<file path="src/rtl/bessel_filter_mc_if.sv">
// Sample/coefficient bundle between the ADC capture side and bessel_filter_mc.
// Master drives samples and coefficient writes; slave returns filtered samples.
interface bessel_filter_mc_if #(
  parameter int ADC_WIDTH = 14,
  parameter int CHANNELS  = 2,
  parameter int COEF_W    = 16
);
  logic                          in_valid;
  logic [CHANNELS*ADC_WIDTH-1:0] adc_dat;
  logic [COEF_W:0]               coef_in;
  logic                          coef_wr;
  logic                          bypass;
  logic                          out_valid;
  logic [CHANNELS*ADC_WIDTH-1:0] adc_filt;
  logic [COEF_W:0]               coef_active;

  modport master (
    output in_valid, adc_dat, coef_in, coef_wr, bypass,
    input  out_valid, adc_filt, coef_active
  );

  modport slave (
    input  in_valid, adc_dat, coef_in, coef_wr, bypass,
    output out_valid, adc_filt, coef_active
  );
endinterface

</file>
<file path="src/rtl/bessel_filter_mc.sv">
// Multi-lane cascade of first-order low-pass sections with shadowed coefficient and bypass.
// Latency STAGES cycles from in_valid to out_valid; no backpressure, gaps in in_valid freeze the pipe.
module bessel_filter_mc #(
  parameter int ADC_WIDTH = 14,
  parameter int CHANNELS  = 2,
  parameter int STAGES    = 2,
  parameter int COEF_W    = 16,
  parameter int FRAC_W    = 8,
  parameter int B         = 1079
) (
  input  logic               clk,
  input  logic               reset,
  bessel_filter_mc_if.slave  bus
);
  localparam int YW = ADC_WIDTH + FRAC_W;
  localparam int PW = YW + COEF_W + 2;
  localparam logic [COEF_W:0] UNITY  = {1'b1, {COEF_W{1'b0}}};
  localparam logic [COEF_W:0] B_COEF = B[COEF_W:0];

  function automatic logic signed [YW-1:0] smooth(
    input logic signed [YW-1:0] u,
    input logic signed [YW-1:0] y,
    input logic [COEF_W:0]      c
  );
    logic signed [YW:0]   diff;
    logic signed [PW-1:0] prod;
    diff = {u[YW-1], u} - {y[YW-1], y};
    prod = $signed({{(COEF_W+1){diff[YW]}}, diff}) * $signed({{(YW+1){1'b0}}, c});
    return y + YW'(prod >>> COEF_W);
  endfunction

  logic [COEF_W:0] active_q, active_d, shadow_q, shadow_d;
  logic [COEF_W:0] coef_req, coef_now;
  logic            pending_q, pending_d, primed_q, primed_d;

  // Per-sample pipeline links: index k feeds stage k, index k+1 is stage k's register.
  logic                   v_fwd  [STAGES+1];
  logic                   ld_fwd [STAGES];
  logic [COEF_W:0]        c_fwd  [STAGES];
  logic signed [YW-1:0]   u_fwd  [STAGES+1][CHANNELS];

  always_comb begin
    coef_req  = (bus.coef_in > UNITY) ? UNITY : bus.coef_in;
    coef_now  = pending_q ? shadow_q : active_q;
    shadow_d  = bus.coef_wr ? coef_req : shadow_q;
    active_d  = active_q;
    pending_d = pending_q;
    primed_d  = primed_q;
    if (bus.in_valid) begin
      active_d  = coef_now;
      pending_d = 1'b0;
      primed_d  = 1'b1;
    end
    // A write landing with a sample stays pending for the following sample.
    if (bus.coef_wr) begin
      pending_d = 1'b1;
    end
  end

  always_ff @(posedge clk) begin
    if (reset) begin
      active_q  <= B_COEF;
      shadow_q  <= B_COEF;
      pending_q <= 1'b0;
      primed_q  <= 1'b0;
    end else begin
      active_q  <= active_d;
      shadow_q  <= shadow_d;
      pending_q <= pending_d;
      primed_q  <= primed_d;
    end
  end

  assign v_fwd[0]  = bus.in_valid;
  assign c_fwd[0]  = coef_now;
  // Priming and bypass both load each stage straight from its input as the sample passes.
  assign ld_fwd[0] = bus.bypass | ~primed_q;

  for (genvar ch = 0; ch < CHANNELS; ch++) begin : g_in
    assign u_fwd[0][ch] = {bus.adc_dat[ch*ADC_WIDTH +: ADC_WIDTH], {FRAC_W{1'b0}}};
  end

  for (genvar k = 0; k < STAGES; k++) begin : g_stage
    logic                 v_q, v_d;
    logic signed [YW-1:0] y_q [CHANNELS];
    logic signed [YW-1:0] y_d [CHANNELS];

    always_comb begin
      v_d = v_fwd[k];
      for (int ch = 0; ch < CHANNELS; ch++) begin
        y_d[ch] = y_q[ch];
        if (v_fwd[k]) begin
          y_d[ch] = ld_fwd[k] ? u_fwd[k][ch] : smooth(u_fwd[k][ch], y_q[ch], c_fwd[k]);
        end
      end
    end

    always_ff @(posedge clk) begin
      if (reset) begin
        v_q <= 1'b0;
        for (int ch = 0; ch < CHANNELS; ch++) begin
          y_q[ch] <= '0;
        end
      end else begin
        v_q <= v_d;
        for (int ch = 0; ch < CHANNELS; ch++) begin
          y_q[ch] <= y_d[ch];
        end
      end
    end

    assign v_fwd[k+1] = v_q;
    for (genvar ch = 0; ch < CHANNELS; ch++) begin : g_ch
      assign u_fwd[k+1][ch] = y_q[ch];
    end

    // Coefficient and load flag ride with the sample so a stage never mixes coefficients.
    if (k < STAGES-1) begin : g_fwd
      logic [COEF_W:0] c_q, c_d;
      logic            ld_q, ld_d;

      always_comb begin
        c_d  = v_fwd[k] ? c_fwd[k]  : c_q;
        ld_d = v_fwd[k] ? ld_fwd[k] : ld_q;
      end

      always_ff @(posedge clk) begin
        if (reset) begin
          c_q  <= B_COEF;
          ld_q <= 1'b0;
        end else begin
          c_q  <= c_d;
          ld_q <= ld_d;
        end
      end

      assign c_fwd[k+1]  = c_q;
      assign ld_fwd[k+1] = ld_q;
    end
  end

  assign bus.out_valid   = v_fwd[STAGES];
  assign bus.coef_active = active_q;

  always_comb begin
    bus.adc_filt = '0;
    for (int ch = 0; ch < CHANNELS; ch++) begin
      bus.adc_filt[ch*ADC_WIDTH +: ADC_WIDTH] = u_fwd[STAGES][ch][YW-1:FRAC_W];
    end
  end
endmodule

</file>
<file path="src/flat_wrapper.sv">
// flat-port wrapper written by rule: the top's interface ports become plain ports
module bessel_filter_mc_flat 
#(
  parameter int ADC_WIDTH = 14,
  parameter int CHANNELS  = 2,
  parameter int STAGES    = 2,
  parameter int COEF_W    = 16,
  parameter int FRAC_W    = 8,
  parameter int B         = 1079
)
  (clk, reset, bus_in_valid, bus_adc_dat, bus_coef_in, bus_coef_wr, bus_bypass, bus_out_valid, bus_adc_filt, bus_coef_active);
  bessel_filter_mc_if #(.ADC_WIDTH(ADC_WIDTH), .CHANNELS(CHANNELS), .COEF_W(COEF_W)) bus_i ();
  input  logic clk;
  input  logic reset;
  input wire logic [$bits(bus_i.in_valid)-1:0] bus_in_valid;
  input wire logic [$bits(bus_i.adc_dat)-1:0] bus_adc_dat;
  input wire logic [$bits(bus_i.coef_in)-1:0] bus_coef_in;
  input wire logic [$bits(bus_i.coef_wr)-1:0] bus_coef_wr;
  input wire logic [$bits(bus_i.bypass)-1:0] bus_bypass;
  output wire logic [$bits(bus_i.out_valid)-1:0] bus_out_valid;
  output wire logic [$bits(bus_i.adc_filt)-1:0] bus_adc_filt;
  output wire logic [$bits(bus_i.coef_active)-1:0] bus_coef_active;
  assign bus_i.in_valid = bus_in_valid;
  assign bus_i.adc_dat = bus_adc_dat;
  assign bus_i.coef_in = bus_coef_in;
  assign bus_i.coef_wr = bus_coef_wr;
  assign bus_i.bypass = bus_bypass;
  assign bus_out_valid = bus_i.out_valid;
  assign bus_adc_filt = bus_i.adc_filt;
  assign bus_coef_active = bus_i.coef_active;
  bessel_filter_mc #(.ADC_WIDTH(ADC_WIDTH), .CHANNELS(CHANNELS), .STAGES(STAGES), .COEF_W(COEF_W), .FRAC_W(FRAC_W), .B(B)) u_core (.clk(clk), .reset(reset), .bus(bus_i));
endmodule
</file>
<file path="config.mk">
export PLATFORM = sky130hd
export DESIGN_NAME = bessel_filter_mc_flat
export DESIGN_NICKNAME = d
export VERILOG_FILES = /design/src/rtl/bessel_filter_mc_if.sv /design/src/rtl/bessel_filter_mc.sv /design/src/flat_wrapper.sv
export SDC_FILE = /design/constraint.sdc
export NUM_CORES = 2
export LEC_CHECK = 0
export CORE_UTILIZATION = 30
export DETAILED_ROUTE_END_ITERATION = 12
export DONT_BUFFER_PORTS = 1
export HOLD_SLACK_MARGIN = 0.05
export PLACE_DENSITY_LB_ADDON = 0.05
export RECOVER_POWER = 25
export SLEW_MARGIN = 15
export SYNTH_ARGS = -nofsm -noshare
export SYNTH_HDL_FRONTEND = slang
export SYNTH_SLANG_ARGS = --single-unit
</file>
<file path="constraint.sdc">
create_clock -name clk -period 10.05 [get_ports clk]
set_clock_uncertainty 0.1 [all_clocks]
set_input_delay 1.005 -clock clk [delete_from_list [all_inputs] [get_ports clk]]
set_output_delay 1.005 -clock clk [all_outputs]
set_load 0.005 [all_outputs]
</file>
==> impl_metrics.env <==
export IMPL_grt_first_pass_wirelength_um=355000
export IMPL_synthTopCellsByCount="1,971 x inv_1, 1,462 x fa_1, 834 x nand2_1, 580 x nor2_1, 530 x ha_1"
export IMPL_synth_compound_area_share_pct=6.92
export IMPL_syn_nets=9659
export IMPL_dp_cells=11082
export IMPL_synth_simple_area_share_pct=15.4
export IMPL_slew_headroom_pct=-41.6
export IMPL_period_minus_slack_ns=9.91
export IMPL_cts_tree="built"
export IMPL_synth_mux_area_share_pct=0.661
export IMPL_r2r_end="u_core.g_stage[1].y_q[0][19]"
export IMPL_core_area_um2=215000
export IMPL_path_class="register to register"
export IMPL_instances_no_fill=11190
export IMPL_hold_slack_ns=0.398
export IMPL_synth_seq_cells=127
export IMPL_die_area_um2=218000
export IMPL_drive_gt1_share_pct=18.0
export IMPL_drtPass1Iterations=5
export IMPL_final_area_um2=78400
export IMPL_cpMostUsedCell="fa_1"
export IMPL_yosysMostFrequentCell="inv_1"
export IMPL_seq_area_um2=2610
export IMPL_ys_warn_count=0
export IMPL_final_setup_tns_ns=0
export IMPL_std_cell_rows=170
export IMPL_reg2reg_slack_ns=0.14
export IMPL_gp_congestion=0.841
export IMPL_hpwlAfterDp_um=191000
export IMPL_synth_cell_types=87
export IMPL_cp_arrival_ns=10.22
export IMPL_die_y_um=467
export IMPL_grt_max_degree=129
export IMPL_synth_top_family_by_area="adder cells"
export IMPL_status="finished, violations left"
export IMPL_clk_pin_slew_ns=0.06
export IMPL_ys_top_cells_by_area="fa_1 45%, inv_1 11%, ha_1 10%"
export IMPL_max_stage_delay_ns=0.54
export IMPL_finalHoldViolations=0
export IMPL_maxSlewViolCount=65
export IMPL_clkSinkCount=127
export IMPL_antenna_found_initial=8
export IMPL_finalSetupViolCount=0
export IMPL_fp_dieW_um=467
export IMPL_worstHoldPathType="register to register"
export IMPL_netlist_area_um2=65000
export IMPL_clockRootBuffer="clkbuf_16"
export IMPL_cts_buffer_depth=2
export IMPL_synthCells=7617
export IMPL_syn2layout_area_growth_pct=20.7
export IMPL_synthXorXnorAreaFrac_pct=4.36
export IMPL_rsz0062_at_grt="yes"
export IMPL_cp_slowest_cell="fa_1"
export IMPL_multi_input_area_um2=56000
export IMPL_drt_iter0_drc=2112
export IMPL_synth_fa_ha_area_share_pct=55.3
export IMPL_maxCapViolCount=2
export IMPL_num_fill_cells=22551
export IMPL_critPathLaunchType="register"
export IMPL_num_nets_final=10373
export IMPL_portBuffers=0
export IMPL_vias=50902
export IMPL_wire_per_inst_um=20.5
export IMPL_grt_usage_pct=21.7
export IMPL_synth_yosys_seq_area_share_pct=3.91
export IMPL_rr_worst_depth=46
export IMPL_htree_levels=4
export IMPL_avgSynthCellArea_um2=8.53
export IMPL_async_flop_share_pct=0
export IMPL_grt_pass1_vias=56416
export IMPL_cts_made_buffers=17
export IMPL_tightest_slew_ns=2.12
export IMPL_clk_latency_ns=0.52
export IMPL_min_period_over_period_pct=98.6
export IMPL_worstSetupStartpoint="u_core.g_stage[0].y_q[0][0]"
export IMPL_yosysTopAreaCell="fa_1"
export IMPL_synth_top_area_share_pct=45.0
export IMPL_ant_nets=0
export IMPL_synth_edff_count=0
export IMPL_synth_main_ff_cell="dfxtp_1"
export IMPL_worstPathRequired_ns=10.36
export IMPL_cp_max_fo=4
export IMPL_io_pins=96
export IMPL_wirelength_um=230000
export IMPL_max_freq_mhz=101
export IMPL_reg2reg_from="u_core.g_stage[0].y_q[0][0]"
export IMPL_cp_end_kind="register"
export IMPL_cp_endpoint="u_core.g_stage[1].y_q[0][19]"
export IMPL_post_route_drc_count=0
export IMPL_routed_via_density=4.55
export IMPL_grt_overflow=0
export IMPL_start_util_pct=30.2
export IMPL_violations="capacitance limit, slew limit"
export IMPL_dpl_instance_area_um2=75100
metrics by stage:
step                      worst slack (ns)  util [%]
after detailed placement            -0.850      35.0
after CTS                          -0.0436      35.7
final                                0.140      36.5
after global placement              -0.751      35.0
after floorplan                    -0.0460         -
after global routing                -0.341      36.5
worst min path at each step:
stage / start / endpoint / depth (start not counted)
6_report: u_core.shadow_q[10] / u_core.shadow_q[10] / 1
3_5_place_dp: u_core.shadow_q[10] / u_core.shadow_q[10] / 1
4_1_cts: u_core.shadow_q[10] / u_core.shadow_q[10] / 1
2_1_floorplan: u_core.primed_q / u_core.primed_q / 2
3_3_place_gp: u_core.shadow_q[10] / u_core.shadow_q[10] / 1
5_1_grt: reset / u_core.g_stage[1].y_q[0][36] / 1
worst max-delay path, delay by kind of cell (launching register included):
family	cells	cell delay, ns
XOR/XNOR	3	0.50
AO/OA/AOI/OAI	13	2.68
AND/OR/NAND/NOR	10	1.25
buffers and inverters	9	0.83
multiplexers	1	0.09
flip-flops	1	0.33
adder cells (fa/ha/maj)	10	4.04
cells in the final DEF, fill, tap and decap left out, drive strengths merged, types with 55 or more instances in the layout:
cell | Yosys | final
inv | 1972 | 1974
fa | 1462 | 1462
buf | 61 | 1015
nand2 | 834 | 834
nor2 | 580 | 580
ha | 530 | 530
and2 | 441 | 441
xnor2 | 218 | 218
a21oi | 190 | 190
dfxtp | 127 | 127
o21ai | 101 | 101
xor2 | 100 | 100
nor2b | 84 | 84
a21o | 76 | 76
nand2b | 55 | 55
per-layer routing:
metal	up-vias	track usage, %	part of all wire (%)
met4	0	2.96	1.1
met2	562	38.4	50
li1	23846	-	-
met1	26409	29.6	46
met3	85	1.31	2.4
met5	-	0	0
logic make-up (layout without fill, tap and decap cells):
group                    after synthesis  after routing
AO/OA/AOI/OAI                        667            667
XOR/XNOR                             320            320
adder cells (fa/ha/maj)             1992           1992
buffers and inverters               2301           3028
flip-flops                           127            127
multiplexers                          41             41
other                                  0              8
AND/OR/NAND/NOR                     2169           2169
state kept, by name, indices dropped and copies added (netlist names):
register / count
u_core.bus.out_valid: 1
u_core.primed_q: 1
u_core.g_stage.y_q: 88
u_core.g_stage.g_fwd.c_q: 17
u_core.shadow_q: 17
u_core.g_stage.g_fwd.ld_q: 1
u_core.pending_q: 1
u_core.g_stage.v_q: 1
timing repair:
action	4_1_cts	5_1_grt
gates resized for setup	148	323
buffers inserted	31	45
pin swaps	103	274
hold buffers	0	0
setup endpoints to repair	23	41
layout make-up:
cell class | count | area share [%]
Inverter | 1973 | 9.44
Timing Repair Buffer | 1023 | 10.5
Sequential cell | 127 | 3.32
Tap cell | 2838 | 4.53
Antenna cell | 8 | 0.0255
Multi-Input combinational cell | 5189 | 71.4
Clock buffer | 19 | 0.565
Clock inverter | 13 | 0.236
Power is not shown: default switching activity piles up to over one toggle a cycle in this logic, so the estimate is an artifact.
